File: config.mk
export PLATFORM = sky130hd
export DESIGN_NAME = fft_frame_ctrl
export DESIGN_NICKNAME = d
export VERILOG_FILES = /design/src/rtl/fft_frame_pkg.sv /design/src/rtl/sample_fifo.sv /design/src/rtl/fft_frame_ctrl.sv
export SDC_FILE = /design/constraint.sdc
export NUM_CORES = 2
export LEC_CHECK = 0
export ABC_AREA = 1
export CORE_UTILIZATION = 35
export DETAILED_ROUTE_END_ITERATION = 8
export SYNTH_ARGS = -nofsm -noshare
export SYNTH_HDL_FRONTEND = slang
export SYNTH_SLANG_ARGS = --single-unit
File: constraint.sdc
create_clock -name i_clk -period 60.5 [get_ports i_clk]
set_input_delay 12.1 -clock i_clk [delete_from_list [all_inputs] [get_ports i_clk]]
set_output_delay 12.1 -clock i_clk [all_outputs]
set_load 0.03 [all_outputs]
File: src/rtl/fft_frame_pkg.sv
// Shared types and helpers for the FFT frame controller: reduction modes,
// source FSM states, saturating magnitude and group-size arithmetic.
package fft_frame_pkg;

    localparam int MAG_MAX_W = 32;

    typedef enum logic [1:0] {
        MODE_DECIM = 2'd0,
        MODE_PEAK  = 2'd1,
        MODE_AVG   = 2'd2
    } mode_e;

    typedef enum logic {
        S_IDLE    = 1'b0,
        S_COLLECT = 1'b1
    } src_state_e;

    function automatic mode_e decode_mode(input logic [1:0] raw);
        mode_e m;
        case (raw)
            2'd1:    m = MODE_PEAK;
            2'd2:    m = MODE_AVG;
            default: m = MODE_DECIM;
        endcase
        return m;
    endfunction

    // Number of FFT points per display bin, as a shift amount
    function automatic int group_shift(input int fft_len, input int num_bins);
        return $clog2(fft_len / (2 * num_bins));
    endfunction

    // |re|+|im| clamped to the largest unsigned value representable in data_w bits;
    // callers pass sign-extended operands narrower than MAG_MAX_W.
    function automatic logic [MAG_MAX_W-1:0] mag_sat(
        input logic signed [MAG_MAX_W-1:0] re,
        input logic signed [MAG_MAX_W-1:0] im,
        input int unsigned                 data_w
    );
        logic [MAG_MAX_W:0] abs_re;
        logic [MAG_MAX_W:0] abs_im;
        logic [MAG_MAX_W:0] sum;
        logic [MAG_MAX_W:0] lim;
        abs_re = re[MAG_MAX_W-1] ? {1'b0, -re} : {1'b0, re};
        abs_im = im[MAG_MAX_W-1] ? {1'b0, -im} : {1'b0, im};
        sum    = abs_re + abs_im;
        lim    = (33'd1 << data_w) - 33'd1;
        return (sum > lim) ? lim[MAG_MAX_W-1:0] : sum[MAG_MAX_W-1:0];
    endfunction

endpackage

File: src/rtl/sample_fifo.sv
// Synchronous FIFO for incoming audio samples; a push into a full FIFO is
// accepted only when a pop happens in the same cycle.
module sample_fifo #(
    parameter int WIDTH = 16,
    parameter int DEPTH = 8
) (
    input  logic             i_clk,
    input  logic             i_rst,
    input  logic             push,
    input  logic             pop,
    input  logic [WIDTH-1:0] din,
    output logic             full,
    output logic             empty,
    output logic [WIDTH-1:0] dout
);

    localparam int PTR_W = $clog2(DEPTH);

    logic [WIDTH-1:0] mem_r [DEPTH];
    logic [PTR_W:0]   wr_ptr_r;
    logic [PTR_W:0]   rd_ptr_r;
    logic             do_push_s;
    logic             do_pop_s;

    assign empty     = (wr_ptr_r == rd_ptr_r);
    assign full      = (wr_ptr_r[PTR_W] != rd_ptr_r[PTR_W]) &&
                       (wr_ptr_r[PTR_W-1:0] == rd_ptr_r[PTR_W-1:0]);
    assign do_pop_s  = pop && !empty;
    assign do_push_s = push && (!full || do_pop_s);
    assign dout      = mem_r[rd_ptr_r[PTR_W-1:0]];

    // Storage and pointer update
    always_ff @(posedge i_clk or posedge i_rst) begin
        if (i_rst) begin
            wr_ptr_r <= '0;
            rd_ptr_r <= '0;
            for (int k = 0; k < DEPTH; k++) begin
                mem_r[k] <= '0;
            end
        end else begin
            if (do_push_s) begin
                mem_r[wr_ptr_r[PTR_W-1:0]] <= din;
                wr_ptr_r <= wr_ptr_r + (PTR_W+1)'(1);
            end
            if (do_pop_s) begin
                rd_ptr_r <= rd_ptr_r + (PTR_W+1)'(1);
            end
        end
    end

endmodule

File: src/rtl/fft_frame_ctrl.sv
// Streams buffered audio into the FFT sink and reduces the first half of each
// FFT output frame into a double-buffered bin vector for the visualiser.
module fft_frame_ctrl
    import fft_frame_pkg::*;
#(
    parameter int DATA_W     = 16,
    parameter int FFT_LEN    = 512,
    parameter int NUM_BINS   = 32,
    parameter int FIFO_DEPTH = 8
) (
    input  logic                       i_clk,
    input  logic                       i_rst,
    input  logic                       i_sample_valid,
    input  logic [DATA_W-1:0]          i_sample,
    input  logic [1:0]                 i_mode,
    output logic                       o_sink_valid,
    input  logic                       i_sink_ready,
    output logic                       o_sink_sop,
    output logic                       o_sink_eop,
    output logic [DATA_W-1:0]          o_sink_real,
    input  logic                       i_src_valid,
    output logic                       o_src_ready,
    input  logic                       i_src_sop,
    input  logic                       i_src_eop,
    input  logic [DATA_W-1:0]          i_src_real,
    input  logic [DATA_W-1:0]          i_src_imag,
    input  logic [1:0]                 i_src_error,
    output logic [NUM_BINS*DATA_W-1:0] o_bins,
    output logic                       o_frame_done,
    output logic                       o_overflow,
    output logic                       o_framing_err,
    output logic [1:0]                 o_fft_error
);

    localparam int CNT_W  = $clog2(FFT_LEN);
    localparam int GSHIFT = group_shift(FFT_LEN, NUM_BINS);
    localparam int ACC_W  = DATA_W + GSHIFT;
    localparam int BIN_W  = (NUM_BINS > 1) ? $clog2(NUM_BINS) : 1;
    localparam logic [CNT_W-1:0] LAST_IDX   = CNT_W'(FFT_LEN - 1);
    localparam logic [CNT_W-1:0] HALF_IDX   = CNT_W'(FFT_LEN / 2);
    localparam logic [CNT_W-1:0] GROUP_MASK = CNT_W'((1 << GSHIFT) - 1);

    logic                     fifo_full_s;
    logic                     fifo_empty_s;
    logic [DATA_W-1:0]        fifo_dout_s;
    logic                     xfer_s;
    logic [CNT_W-1:0]         sink_cnt_r;
    logic                     overflow_r;

    src_state_e               state_r;
    logic [CNT_W-1:0]         src_cnt_r;
    mode_e                    mode_r;
    logic [ACC_W-1:0]         acc_r;
    logic [DATA_W-1:0]        shadow_r [NUM_BINS];
    logic [NUM_BINS*DATA_W-1:0] bins_r;
    logic                     frame_done_r;
    logic                     framing_err_r;
    logic [1:0]               fft_error_r;

    logic                     restart_s;
    logic                     process_s;
    logic [CNT_W-1:0]         idx_s;
    mode_e                    eff_mode_s;
    logic [MAG_MAX_W-1:0]     mag_full_s;
    logic [DATA_W-1:0]        mag_s;
    logic                     in_range_s;
    logic                     first_s;
    logic                     last_s;
    logic [BIN_W-1:0]         bin_s;
    logic [ACC_W-1:0]         acc_next_s;
    logic [DATA_W-1:0]        result_s;

    sample_fifo #(
        .WIDTH (DATA_W),
        .DEPTH (FIFO_DEPTH)
    ) u_fifo (
        .i_clk (i_clk),
        .i_rst (i_rst),
        .push  (i_sample_valid),
        .pop   (xfer_s),
        .din   (i_sample),
        .full  (fifo_full_s),
        .empty (fifo_empty_s),
        .dout  (fifo_dout_s)
    );

    // Valid depends only on FIFO state, so ready never loops back into it
    assign xfer_s        = !fifo_empty_s && i_sink_ready;
    assign o_sink_valid  = !fifo_empty_s;
    assign o_sink_real   = fifo_dout_s;
    assign o_sink_sop    = !fifo_empty_s && (sink_cnt_r == '0);
    assign o_sink_eop    = !fifo_empty_s && (sink_cnt_r == LAST_IDX);
    assign o_src_ready   = 1'b1;
    assign o_bins        = bins_r;
    assign o_frame_done  = frame_done_r;
    assign o_overflow    = overflow_r;
    assign o_framing_err = framing_err_r;
    assign o_fft_error   = fft_error_r;

    // Sink packet position and sticky drop flag
    always_ff @(posedge i_clk or posedge i_rst) begin
        if (i_rst) begin
            sink_cnt_r <= '0;
            overflow_r <= 1'b0;
        end else begin
            if (xfer_s) begin
                sink_cnt_r <= (sink_cnt_r == LAST_IDX) ? '0 : sink_cnt_r + CNT_W'(1);
            end
            if (i_sample_valid && fifo_full_s && !xfer_s) begin
                overflow_r <= 1'b1;
            end
        end
    end

    // Per-beat reduction datapath; a sop beat always starts a fresh frame at index 0
    always_comb begin
        restart_s  = i_src_valid && i_src_sop;
        process_s  = restart_s || (i_src_valid && (state_r == S_COLLECT));
        idx_s      = restart_s ? '0 : src_cnt_r;
        eff_mode_s = restart_s ? decode_mode(i_mode) : mode_r;
        mag_full_s = mag_sat(MAG_MAX_W'($signed(i_src_real)),
                             MAG_MAX_W'($signed(i_src_imag)), DATA_W);
        mag_s      = mag_full_s[DATA_W-1:0];
        in_range_s = (idx_s < HALF_IDX);
        first_s    = ((idx_s & GROUP_MASK) == '0);
        last_s     = ((idx_s & GROUP_MASK) == GROUP_MASK);
        bin_s      = BIN_W'(idx_s >> GSHIFT);
        case (eff_mode_s)
            MODE_PEAK: acc_next_s = (first_s || (acc_r < ACC_W'(mag_s))) ? ACC_W'(mag_s) : acc_r;
            MODE_AVG:  acc_next_s = (first_s ? '0 : acc_r) + ACC_W'(mag_s);
            default:   acc_next_s = first_s ? ACC_W'(i_src_real) : acc_r;
        endcase
        if (eff_mode_s == MODE_AVG) begin
            result_s = DATA_W'(acc_next_s >> GSHIFT);
        end else begin
            result_s = acc_next_s[DATA_W-1:0];
        end
    end

    // Source FSM, accumulation, shadow bank and commit
    always_ff @(posedge i_clk or posedge i_rst) begin
        if (i_rst) begin
            state_r       <= S_IDLE;
            src_cnt_r     <= '0;
            mode_r        <= MODE_DECIM;
            acc_r         <= '0;
            bins_r        <= '0;
            frame_done_r  <= 1'b0;
            framing_err_r <= 1'b0;
            fft_error_r   <= 2'b00;
            for (int k = 0; k < NUM_BINS; k++) begin
                shadow_r[k] <= '0;
            end
        end else begin
            frame_done_r <= 1'b0;
            if (i_src_valid) begin
                fft_error_r <= fft_error_r | i_src_error;
            end
            if (process_s && in_range_s) begin
                if (last_s) begin
                    shadow_r[bin_s] <= result_s;
                    acc_r           <= '0;
                end else begin
                    acc_r <= acc_next_s;
                end
            end
            case (state_r)
                S_IDLE: begin
                    if (restart_s) begin
                        state_r   <= S_COLLECT;
                        src_cnt_r <= CNT_W'(1);
                        mode_r    <= eff_mode_s;
                    end
                end
                S_COLLECT: begin
                    if (restart_s) begin
                        framing_err_r <= 1'b1;
                        src_cnt_r     <= CNT_W'(1);
                        mode_r        <= eff_mode_s;
                    end else if (i_src_valid && i_src_eop) begin
                        state_r   <= S_IDLE;
                        src_cnt_r <= '0;
                        if (src_cnt_r == LAST_IDX) begin
                            frame_done_r <= 1'b1;
                            for (int k = 0; k < NUM_BINS; k++) begin
                                bins_r[k*DATA_W +: DATA_W] <= shadow_r[k];
                            end
                        end else begin
                            framing_err_r <= 1'b1;
                        end
                    end else if (i_src_valid) begin
                        src_cnt_r <= src_cnt_r + CNT_W'(1);
                    end
                end
                default: state_r <= S_IDLE;
            endcase
        end
    end

endmodule

* After elaboration in Yosys (flattened, before gate mapping)
Cells that the tools add are included.
** Operators by class
- $add $sub $neg :: 8
- $mul :: 0
- Div/mod/pow operators :: 0
- Magnitude comparators :: 8
- Equal/unequal tests :: 13
- Shift operators :: 0
- Multiplexer cells :: 39
- Bitwise operators :: 6
- Reduce and logical (&&, ||, !) cells :: 27
** Operators by type and width (number)
- $bwmux W512 :: 1
- $bwmux W128 :: 1
- $mux W16 :: 6
- $demux W16 S5 :: 1
- $mux W19 :: 4
- $mux W32 :: 2
- $neg A16 Y32 :: 2
- $mux W9 :: 6
- $bmux W16 S3 :: 1
- $demux W16 S3 :: 1
- $pmux W19 S2 :: 1
- $add A32 B32 Y33 :: 1
- $gt A33 B16 Y1 const B :: 1
- $add A19 B16 Y19 :: 1
- $lt A19 B16 Y1 :: 1
- $add A9 B1 Y9 const B :: 2
- $eq A9 B9 Y1 const B :: 2
- $logic_not A9 Y1 :: 2
- $pmux W9 S2 :: 1
- $logic_and A1 B1 Y1 :: 14
- $mux W1 :: 10
- $lt A9 B9 Y1 const B :: 1
- $add A4 B1 Y4 const B :: 2
- $ge A4 B4 Y1 const B :: 2
- other kinds (24) :: 35
** Storage, ports and cells
- Bits in registers :: 1205
- Latch bits :: 0
- Memory bits (writable) :: 0
- ROM bits :: 0
- Input bits :: 59
- Output and inout bits :: 537
- Word-level logic and storage cells :: 153
- Memories :: 0

* Logic depth before layout (Yosys ltp)
- Depth in word-level cells :: 11
- Gate-level depth with buffers :: 52
- Depth with buffers taken out :: 50

* Cells and area by module
A second synthesis with hierarchy kept.
** Second synthesis, totals
- Cell total of the unflattened synthesis :: 6740
- Area total of the unflattened synthesis :: 53814.1 um^2
** By module, submodules not included
- fft_frame_ctrl :: instances 1, cells an instance 5856, area each 46822.4 um^2, sequential area each 26750.7 um^2
- sample_fifo :: instances 1, cells an instance 884, area each 6991.7 um^2, sequential area each 3403.3 um^2

* Worst setup path after synthesis
No wires, ideal clock.
- Path kind :: in2reg
- Start point :: input port i_src_real[1]
- End point :: register shadow_r[174] (netlist name)
- Library setup time :: 0.066 ns
- Arrival time :: 17.097 ns
- Data required time :: 60.434 ns
- Setup slack :: 43.337 ns
- Stages on the path :: 45
- Buffers on the path :: 2
- Path through :: inv_1 ha_1 inv_1 nor3_1 nand3_1 nor3_1 nand2_1 o31ai_1 xnor2_1 ha_1 nand2_1 inv_1 nand2_1 nand2_1 a21oi_1 nand2_2 nand2_1 nand3_1 [... 9 more ...] nor2_1 nor2_1 nor2_1 or2_2 nand2_1 nand2_1 nand2_1 nand2_2 a21oi_2 nor2_1 nor2_1 nor2_1 o21bai_2 nand3_1 nand2_2 buf_4 nand2_1 nand2_1
** Between the ends
- Word-level cells in the longest chain between the ends :: 11
- Elaborated cells on any way between the ends :: 12
- Classes of those cells :: add/sub: 3; order compare: 2; mux: 6; reduce/logical: 1
** RTL lines
- start, declared :: line fft_frame_ctrl.sv:25 : input logic [DATA_W-1:0] i_src_real,
- $neg A16 Y32 :: line fft_frame_pkg.sv:44 : abs_re = re[MAG_MAX_W-1] ? {1'b0, -re} : {1'b0, re};
- $mux W32 (*) :: line fft_frame_pkg.sv:44
- $add A32 B32 Y33 (*) :: line fft_frame_pkg.sv:46 : sum = abs_re + abs_im;
- $gt A33 B16 Y1 :: line fft_frame_pkg.sv:48 : return (sum > lim) ? lim[MAG_MAX_W-1:0] : sum[MAG_MAX_W-1:0];
- $mux W16 (*) :: line fft_frame_pkg.sv:48
- $lt A19 B16 Y1 :: line fft_frame_ctrl.sv:129 : MODE_PEAK: acc_next_s = (first_s || (acc_r < ACC_W'(mag_s))) ? ACC_W'(mag_s) : acc_r;
- $logic_or A1 B1 Y1 :: line fft_frame_ctrl.sv:129
- $mux W19 :: line fft_frame_ctrl.sv:129
- $pmux W19 S2 (*) :: line fft_frame_ctrl.sv:128 : case (eff_mode_s)
- $mux W16 (*) :: line fft_frame_ctrl.sv:133 : if (eff_mode_s == MODE_AVG) begin
- $bwmux W512 (*) :: line fft_frame_ctrl.sv:161 : shadow_r[bin_s] <= result_s;
- end signal, assigned by index :: line fft_frame_ctrl.sv:161
- end, declared :: line fft_frame_ctrl.sv:54 : logic [DATA_W-1:0] shadow_r [NUM_BINS];
Every way passes the cells marked *; elsewhere a longest branch is shown, timed or not.
A chain may end at the register's enable or synchronous reset.

* Worst setup path in the final report
- Start point :: input port i_src_real[1]
- End point :: register shadow_r[258] (netlist name)
Same word-level chain as after synthesis.

==> results.yml <==
status:
  status: "completed"
clocking:
  cts_root_buffer: "clkbuf_16"
  clk_latency_ns: 0.78
  ctsHoldBuffers: 0
  clock_path_buffers: 3
  cts_made_buffers: 135
  clock-sinks: 1205
  h-tree-depth: 4
  tritoncts: "yes"
  path_clk_slew_ns: 0.06
  cts-resized-gates: 0
  cts_setup_buffers: 0
setup_path:
  cp-start-kind: "primary input"
  cp.arrival_ns: 19.60
  cp_slowest_cell: "buf_4"
  required_ns: 61.20
  cpMostUsedCell: "nand2_1"
  end_kind: "register"
  critPathMaxFanout: 22
  path_class: "primary input to register"
  cpPeakStageDelay_ns: 0.53
floorplan:
  io_pins: 596
  die_height_um: 390
  dieArea_mm2: 0.152
  num_rows: 141
  coreArea_mm2: 0.148
  dieWidth_um: 390
  initial_core_util: 0.355
run:
  drv_cap: 0
power:
  p_leak_uw: 0.0349
  pwr-share-comb: 0.217
  power.internal_uw: 1480
  p_per_area_mw_per_mm2: 33.8
  vdd_ir_drop_max_mv: 0.0331
  netSwitchingFraction: 0.329
  p_total_uw: 2200
  p_seq_frac: 0.403
  p_clk_frac: 0.380
  p_switching_uw: 723
drt:
  wirelength_mm: 176
  drt-pass1-iter-count: 8
  wl_per_cell_um: 19.2
  vias_per_cell: 4.85
  routed-via-count: 44458
  antenna_left: 0
  drc: 0
  dr.first_iter.drc_count: 3995
place:
  io_buffers: 594
  gp_congestion: 0.921
  post-dp-hpwl_mm: 112
final_layout:
  final_common_cell: "nand2_1"
  regArea_mm2: 0.0302
  synthToLayoutAreaGrowth_pct: 23.6
  final_cell_mix: "3626 x nand2_1, 1205 x dfrtp_1, 594 x clkdlybuf4s50_1"
  fillCellCount: 14529
  drive_above_1_share: 0.0538
  nNetsFinal: 7204
  multi_input_area_mm2: 0.0200
synth:
  yosysWarnings: 0
  ys_types: 49
  yosysSeqAreaShare: 0.573
  synth-seq-cells: 1205
  synthArstFlopShare: 1.00
  synth_cells: 6536
  netlist_area_mm2: 0.0526
  synth_edf_count: 0
  ys.flop_type: "dfrtp_1"
  syn_avg_cell_area_um2: 8.05
timing:
  slew_violations: 0
  setup_viol_count_final: 0
  hold_violations: 0
  slew_headroom: 0.109
  fmax_ghz: 0.0529
  rsz0062_at_grt: "false"
  fin_skew_ns: 0.0299
  finalCritPeriodShare: 0.312
  setup_tns_ns: 0
  worstMarginPinSlew_ns: 1.34
  min_period_ns: 18.90
global_routing:
  grt_pass1_wl_mm: 269
  overflow: 0
  grt_max_degree: 200
  antenna_found_initial: 3
  grt_pass1_vias: 43251
  grt_usage: 0.230
worst_hold_path:
  hold_path_class: "register to register"
## power groups by stage
stage	Sequential, uW	Clock [uW]	Combinational (uW)
global placement	898	0	475
finish	887	835	478
detailed placement	900	0	478
global route	893	881	525
floorplan	897	0	309
CTS	886	852	480
## layout make-up
cell class	instances	area share
Timing Repair Buffer	675	0.102
Clock buffer	198	0.0614
Sequential cell	1205	0.464
Clock inverter	39	0.00831
Antenna cell	1	0.0000385
Tap cell	2002	0.0385
Multi-Input combinational cell	4732	0.307
Inverter	324	0.0189
## metal layers
metal / part of all wire / GRT usage / routed length (um)
met5: 0 / 0 / 0
met2: 0.45 / 0.355 / 79400
met1: 0.46 / 0.331 / 80900
met4: 0.021 / 0.0581 / 3730
met3: 0.068 / 0.0452 / 12000
## per-stage QoR
stage / setup slack (ns) / cells / hold slack (ns) / util / area, um2
3_3_place_gp: 41.05 / 8938 / 0.440 / 0.408 / 60500
4_1_cts: 41.79 / 9175 / 0.459 / 0.438 / 65000
6_report: 41.60 / 9176 / 0.456 / 0.438 / 65000
3_5_place_dp: 40.97 / 8938 / 0.447 / 0.408 / 60500
5_1_grt: 40.96 / 9175 / 0.474 / 0.438 / 65000
2_1_floorplan: 14.45 / 6567 / 0.442 / - / 52700
## sequential cells by signal, indices dropped and copies added (netlist names)
signal and flops:
o_frame_done 1, o_overflow 1, acc_r 19, sink_cnt_r 9, src_cnt_r 9, u_fifo.mem_r 128, o_bins 512, shadow_r 512
u_fifo.wr_ptr_r 4, mode_r 2, u_fifo.rd_ptr_r 4, o_framing_err 1, o_fft_error 2, state_r 1
## synthesized netlist by cell type, types with 4 or more instances
cell type | number | area (um2)
nand2_1 | 3629 | 13600
ha_1 | 70 | 876
clkbuf_1 | 218 | 818
buf_2 | 35 | 175
nand3_1 | 151 | 756
xnor2_1 | 25 | 219
inv_2 | 10 | 37.5
buf_6 | 31 | 349
buf_1 | 4 | 15.0
a21oi_1 | 70 | 350
buf_4 | 18 | 135
nor3_1 | 41 | 205
o21ai_1 | 6 | 30.0
nand3b_1 | 5 | 37.5
nor4_1 | 4 | 25.0
xor2_1 | 24 | 210
clkinv_1 | 5 | 18.8
nand4_1 | 20 | 125
nand2_2 | 34 | 213
o211ai_1 | 4 | 30.0
a31oi_1 | 18 | 113
o22ai_1 | 17 | 106
nor2_1 | 260 | 976
dfrtp_1 | 1205 | 30200
nor2_2 | 4 | 25.0
nor3_2 | 15 | 150
o21ai_0 | 266 | 1330
inv_1 | 309 | 1160
## cells by family after synthesis
kind of cell,synth area share
XOR/XNOR,0.00816
AND/OR/NAND/NOR,0.310
flip-flops,0.573
buffers and inverters,0.0515
other,0.000143
adder cells (fa/ha/maj),0.0174
AO/OA/AOI/OAI,0.0397
## worst max-delay path, delay by kind of cell
| kind | cells | cell delay [ns] |
|---|---|---|
| compound gates | 2 | 0.46 |
| simple gates | 28 | 4.28 |
| xor+xnor | 1 | 0.20 |
| fa+ha+maj | 3 | 0.65 |
| buf+inv | 8 | 1.76 |
## path summary, 6_finish.rpt
path	startpoint	to	slack, ns	cells after the start
setup / recovery	i_src_real[1]	shadow_r[258]	41.60	42
hold / removal	o_fft_error[1]	o_fft_error[1]	0.46	1
setup reg to reg	src_cnt_r[0]	o_bins[127]	55.32	14
hold reg to reg	o_fft_error[1]	o_fft_error[1]	0.46	1
max in group asynchronous	i_rst	u_fifo.mem_r[92]	44.55	6
min in group asynchronous	i_rst	shadow_r[162]	11.97	2
(Power assumes the default switching activity.)
